[src/rtl/systolic_pkg.sv]
// Shared types and sizes for the systolic array edge: data feeder and data collector.
package systolic_pkg;

    localparam int SYS_DATA_W = 8;
    localparam int SYS_LANES  = 7;

    typedef logic [SYS_DATA_W-1:0]           lane_t;
    typedef logic [SYS_DATA_W*SYS_LANES-1:0] row_word_t;

endpackage

[src/rtl/data_collector.sv]
// Deserializer: packs LANES beats (first beat in the MSB lane) into one word held until consumed.
// Optional partial-word flush and out_bytes reporting: define DATA_COLLECTOR_FLUSH_EN.
module data_collector
    import systolic_pkg::*;
#(
    parameter  int DATA_W = SYS_DATA_W,
    parameter  int LANES  = SYS_LANES,
    localparam int OUT_W  = DATA_W * LANES,
    localparam int CNT_W  = $clog2(LANES + 1)
) (
    input  logic              clk,
    input  logic              reset,
    input  logic              in_valid,
    input  logic [DATA_W-1:0] in_data,
    output logic              in_ready,
    output logic              out_valid,
    output logic [OUT_W-1:0]  out_data,
`ifdef DATA_COLLECTOR_FLUSH_EN
    input  logic              flush,
    output logic [CNT_W-1:0]  out_bytes,
`endif
    input  logic              out_ready
);

    logic [CNT_W-1:0] count_q, count_d;
    logic [OUT_W-1:0] asm_q, asm_d;
    logic [OUT_W-1:0] out_data_q, out_data_d;
    logic             out_valid_q, out_valid_d;
    logic [OUT_W-1:0] asm_ins_s;
    logic             last_s, drain_s, in_ready_s, accept_s, complete_s;
`ifdef DATA_COLLECTOR_FLUSH_EN
    logic [CNT_W-1:0] out_bytes_q, out_bytes_d;
    logic             flush_pend_q, flush_pend_d;
`endif

    // Handshakes, lane insertion and next-state selection.
    always_comb begin
        last_s  = (count_q == CNT_W'(LANES - 1));
        drain_s = out_valid_q && out_ready;
`ifdef DATA_COLLECTOR_FLUSH_EN
        in_ready_s = !flush_pend_q && (!last_s || !out_valid_q || out_ready);
`else
        in_ready_s = !last_s || !out_valid_q || out_ready;
`endif
        accept_s   = in_valid && in_ready_s;
        complete_s = accept_s && last_s;

        asm_ins_s = asm_q;
        if (accept_s) begin
            asm_ins_s[OUT_W-1-int'(count_q)*DATA_W -: DATA_W] = in_data;
        end else begin
            asm_ins_s = asm_q;
        end

        count_d     = count_q;
        asm_d       = asm_q;
        out_data_d  = out_data_q;
        out_valid_d = out_valid_q;

        // A completing beat reloads the output even while it drains, giving back-to-back words.
        if (complete_s) begin
            count_d     = '0;
            asm_d       = '0;
            out_data_d  = asm_ins_s;
            out_valid_d = 1'b1;
        end else begin
            if (accept_s) begin
                count_d = CNT_W'(count_q + CNT_W'(1));
                asm_d   = asm_ins_s;
            end else begin
                count_d = count_q;
            end
            if (drain_s) begin
                out_valid_d = 1'b0;
            end else begin
                out_valid_d = out_valid_q;
            end
        end

`ifdef DATA_COLLECTOR_FLUSH_EN
        flush_pend_d = flush_pend_q;
        out_bytes_d  = out_bytes_q;
        if (complete_s) begin
            out_bytes_d = CNT_W'(LANES);
        end else begin
            out_bytes_d = out_bytes_q;
        end
        // Flush sees the word including any same-cycle beat; unfilled lanes are already zero.
        if ((flush || flush_pend_q) && !complete_s && (count_d != '0)) begin
            if (!out_valid_q || out_ready) begin
                out_data_d   = asm_ins_s;
                out_valid_d  = 1'b1;
                out_bytes_d  = count_d;
                count_d      = '0;
                asm_d        = '0;
                flush_pend_d = 1'b0;
            end else begin
                flush_pend_d = 1'b1;
            end
        end else begin
            flush_pend_d = flush_pend_q;
        end
`endif
    end

    // State registers.
    always_ff @(posedge clk or posedge reset) begin
        if (reset) begin
            count_q      <= '0;
            asm_q        <= '0;
            out_data_q   <= '0;
            out_valid_q  <= 1'b0;
`ifdef DATA_COLLECTOR_FLUSH_EN
            out_bytes_q  <= '0;
            flush_pend_q <= 1'b0;
`endif
        end else begin
            count_q      <= count_d;
            asm_q        <= asm_d;
            out_data_q   <= out_data_d;
            out_valid_q  <= out_valid_d;
`ifdef DATA_COLLECTOR_FLUSH_EN
            out_bytes_q  <= out_bytes_d;
            flush_pend_q <= flush_pend_d;
`endif
        end
    end

    assign in_ready  = in_ready_s;
    assign out_valid = out_valid_q;
    assign out_data  = out_data_q;
`ifdef DATA_COLLECTOR_FLUSH_EN
    assign out_bytes = out_bytes_q;
`endif

endmodule

[config.mk]
export PLATFORM = sky130hd
export DESIGN_NAME = data_collector
export DESIGN_NICKNAME = d
export VERILOG_FILES = /design/src/rtl/systolic_pkg.sv /design/src/rtl/data_collector.sv
export SDC_FILE = /design/constraint.sdc
export NUM_CORES = 1
export LEC_CHECK = 0
export ABC_AREA = 1
export CAP_MARGIN = 20
export CORE_ASPECT_RATIO = 1.4
export CORE_MARGIN = 1
export CORE_UTILIZATION = 49
export DETAILED_ROUTE_END_ITERATION = 10
export GPL_ROUTABILITY_DRIVEN = 0
export GPL_TIMING_DRIVEN = 0
export PLACE_DENSITY_LB_ADDON = 0.2
export SLEW_MARGIN = 20
export SYNTH_ARGS = -nofsm -noshare
export SYNTH_HDL_FRONTEND = slang
export SYNTH_SLANG_ARGS = --single-unit
export TNS_END_PERCENT = 10
[constraint.sdc]
create_clock -name clk -period 5.9 [get_ports clk]
set_input_delay 1.18 -clock clk [delete_from_list [all_inputs] [get_ports clk]]
set_output_delay 1.18 -clock clk [all_outputs]
set_load 0.05 [all_outputs]
After elaboration in Yosys (flattened, before gate mapping)
Cells that the tools add are included.
Word-level totals
  bits of input ports: 12
  register bits after elaboration: 116
  output and inout bits: 58
Cells by class
  reduce and logical (&&, ||, !) cells: 9
  equal/unequal tests: 1
  shift-type cells: 2
  add/subtract/negate cells: 3
  multiplexer cells: 8
Operators with widths (number)
  $mux W56: 3
  $shift A8 B33 Y63 const A: 1
  $shiftx A8 B33 Y63: 1
  $bwmux W56: 1
  $neg A7 Y33: 1
  $sub A6 B6 Y7 const A: 1
  $mux W3: 2
  $reduce_bool A2 Y1: 2
  $add A3 B1 Y3 const B: 1
  $eq A3 B3 Y1 const B: 1
  $logic_and A1 B1 Y1: 3
  $logic_not A1 Y1: 2
  $logic_or A1 B1 Y1: 2
  $mux W1: 2

Longest topological paths before layout
  depth after elaboration: 8
  gate-level depth with buffers: 13
  gate-level depth less buffers: 10

Least setup slack after synthesis
Ideal clock, no wire load.
  path type: register -> output
  start point: register count_q[0]
  end point: output in_ready
  data required time: 4.720 ns
  stages on the path, launching flop included: 8
  data arrival time: 1.706 ns
  setup slack: 3.014 ns
  cell sequence: dfrtp_1 > buf_2 > inv_1 > clkbuf_1 > ha_1 > nand2_2 > inv_2 > nand2_1
On the way
  cells in the longest elaborated chain, start to end: 4
RTL lines
  from (decl): line data_collector.sv:25  | logic [CNT_W-1:0] count_q, count_d;
  from (signal assigned): line data_collector.sv:118  | count_q <= count_d;
  $eq A3 B3 Y1: line data_collector.sv:38  | last_s = (count_q == CNT_W'(LANES - 1));
  $logic_not A1 Y1: line data_collector.sv:43  | in_ready_s = !last_s || !out_valid_q || out_ready;
  $logic_or A1 B1 Y1 (2 in a row): line data_collector.sv:43
  to (decl): line data_collector.sv:15  | output logic in_ready,
No other way between the ends.

Worst setup path in the final report
Ends and elaborated chain as after synthesis.

==> reports/qor.csv <==
stage;metric;value;unit
pwr;p_per_area;621;nW/um^2
timing;fmax;238;MHz
timing;fin_setup_tns;0;ns
yosys;synth_fp_nets;691;
clock_network;clk_pin_slew;0.05;ns
floorplan;dieWidth;90.2;um
timing;timing.final.crit_share;71.1;%
timing;rsz0062_at_grt;no;
clock_network;clk_path_buf_depth;2;
finish;drive_gt1_share;7.73;%
detailed_routing;viasPerCell;5.25;
clock_network;postCtsResizedCells;0;
finish;fin_nets;780;
clock_network;clk_latency;0.42;ns
place;pre_cts_slack;2.04;ns
yosys;synth_cell_types;22;
yosys;ys_seq_elements;116;
detailed_routing;drt_iter0_drc;412;
worst_setup_path;rr_worst_depth;12;
clock_network;cts_max_level;4;
clock_network;hold_buffers;0;
timing;hold_violations;0;
global_route;grt_pass1_vias;4717;
timing;worst_pin_slew;0.583;ns
pwr;power_leakage;3.51;nW
outcome;status;completed;
timing;skew;0.00656;ns
finish;diodes;0;
yosys;synthCells;675;
global_route;grt_max_degree;64;
worst_setup_path;cp.required;4.72;ns
detailed_routing;drc;0;
detailed_routing;drt-total-wl;13800;um
floorplan;die_h;125;um
worst_setup_path;crit_path_start_kind;flop;
timing;setup_viol;0;
pwr;vdd_drop_max;0.000297;V
timing;timing.hold.ws;0.474;ns
place;io_buffer_count;69;
worst_setup_path;rr_startpoint;count_q[0];
floorplan;coreArea;10500;sq um
floorplan;rows;44;
min_path;hold_path.startpoint;out_data[14];
floorplan;dieArea;11300;sq um
detailed_routing;firstDrtPassIters;5;
detailed_routing;vias;4796;
worst_setup_path;path_class;reg2out;
global_route;grt_pass1_wl;22900;um
timing;layout_setup_ws;1.70;ns
worst_setup_path;arrival;3.02;ns
timing;fin_crit;4.20;ns
global_route;grtUsageTotal;26.3;%
floorplan;ioPinCount;70;
clock_network;cts_setup_buffers;0;
finish;layout_commonest_cell;nand2_1;
global_route;grt-ovfl-total;0;
yosys;syn_area;5330;sq um
yosys;syn_area_per_cell;7.90;sq um
detailed_routing;wl_per_cell;15.1;um
run;maxCapViolations;0;
yosys;ys_seq_area_share;54.4;%
global_route;antenna_found_initial;0;
finish;syn_to_final_growth;27.3;%
timing;drv_slew;0;
min_path;min_delay_worst_endpoint;out_data[14];
clock_network;cts_tree;yes;
detailed_routing;drtAntennaViolNets;0;
timing;max-slew-margin-rel;61.2;%
worst_setup_path;worst-r2r-setup-slack;3.09;ns
worst_setup_path;crit_fanout;11;
clock_network;clock_sinks;116;
clock_network;root_buffer;clkbuf_16;
yosys;ys_warn_count;0;
place;dpl.hpwl;9670;um
worst_setup_path;reg2reg_to;asm_q[15];
finish;final_cell_mix;nand2_1, dfrtp_1, nand3_1;
worst_setup_path;setup.worst_path.end_class;output pin;
min_path;whs_path_depth;2;
min_path;min-delay-path-class;reg2reg;
clock_network;cts_buffers;17;
floorplan;start_util;51.0;%
==> stage by stage <==
step / cell area (sq um) / util (%) / cells / total power [mW]
floorplan: 5330 / - / 675 / 2.66
global placement: 6190 / 59.2 / 882 / 3.17
detailed placement: 6230 / 59.5 / 883 / 3.24
CTS: 6790 / 64.9 / 914 / 4.23
global route: 6790 / 64.9 / 914 / 4.48
finish: 6790 / 64.9 / 914 / 4.22
==> worst max path at each step <==
stage / from / end / slack (ns) / cells past startpoint
after CTS: count_q[0] / in_ready / 1.72 / 8
after floorplan: reset / asm_q[0] / 1.65 / 1
after global placement: reset / out_data[26] / 0.12 / 2
after detailed placement: out_ready / in_ready / 2.04 / 4
final: count_q[0] / in_ready / 1.70 / 8
after global routing: count_q[0] / in_ready / 1.52 / 8
==> logic make-up after synthesis <==
| kind of cell | synth area share [%] |
|---|---|
| compound gates | 3.71 |
| buf+inv | 6.62 |
| fa+ha+maj | 0.939 |
| flops | 54.4 |
| simple gates | 34.3 |
==> where the power goes <==
group | leakage [nW] | total, mW | internal (mW) | switching, mW
Sequential | 1.46 | 1.31 | 1.15 | 0.158
Clock | 0.277 | 0.966 | 0.629 | 0.336
Combinational | 1.78 | 1.94 | 0.597 | 1.35
Total | 3.51 | 4.22 | 2.38 | 1.84
==> cells in the mapped netlist (all sizes together) <==
cell	count	area share, %
nand4	17	2.1
o22ai	2	0.23
inv	60	4.2
clkbuf	11	0.77
a21oi	1	0.094
o21ai	24	2.3
o21bai	8	1.1
nand2	263	19
buf	17	1.5
clkinv	1	0.070
nor2	58	4.6
dfrtp	116	54
ha	4	0.94
nand3	93	8.9
==> flip-flops by register name (all words and copies together) (netlist names) <==
signal	count
count_q	3
asm_q	56
out_valid	1
out_data	56
==> metal layers <==
layer / up-vias / part of all wire [%] / GRT usage (%)
li1: 2311 / - / -
met1: 2278 / 40 / 30.7
met2: 162 / 51 / 44.7
met3: 45 / 5.6 / 5.78
met4: 0 / 3.5 / 14.7
met5: - / 0 / 0
==> critical path, stage by stage (launching register included) <==
cell and delay, ns:
dfrtp_1 0.42, buf_2 0.21, inv_1 0.08, clkbuf_1 0.39
ha_1 0.33, nand2_2 0.11, inv_2 0.18, nand2_1 0.15
clkdlybuf4s50_1 0.73
==> cell type report <==
type,count,area [sq um]
well taps,138,173
inverters,61,234
clock buffers,27,513
clock inverters,4,45.0
fillers,898,3670
flip-flops and latches,116,2900
plain buffers,28,124
repair buffers,70,718
multi-input cells,470,2080
(Power assumes the default switching activity.)
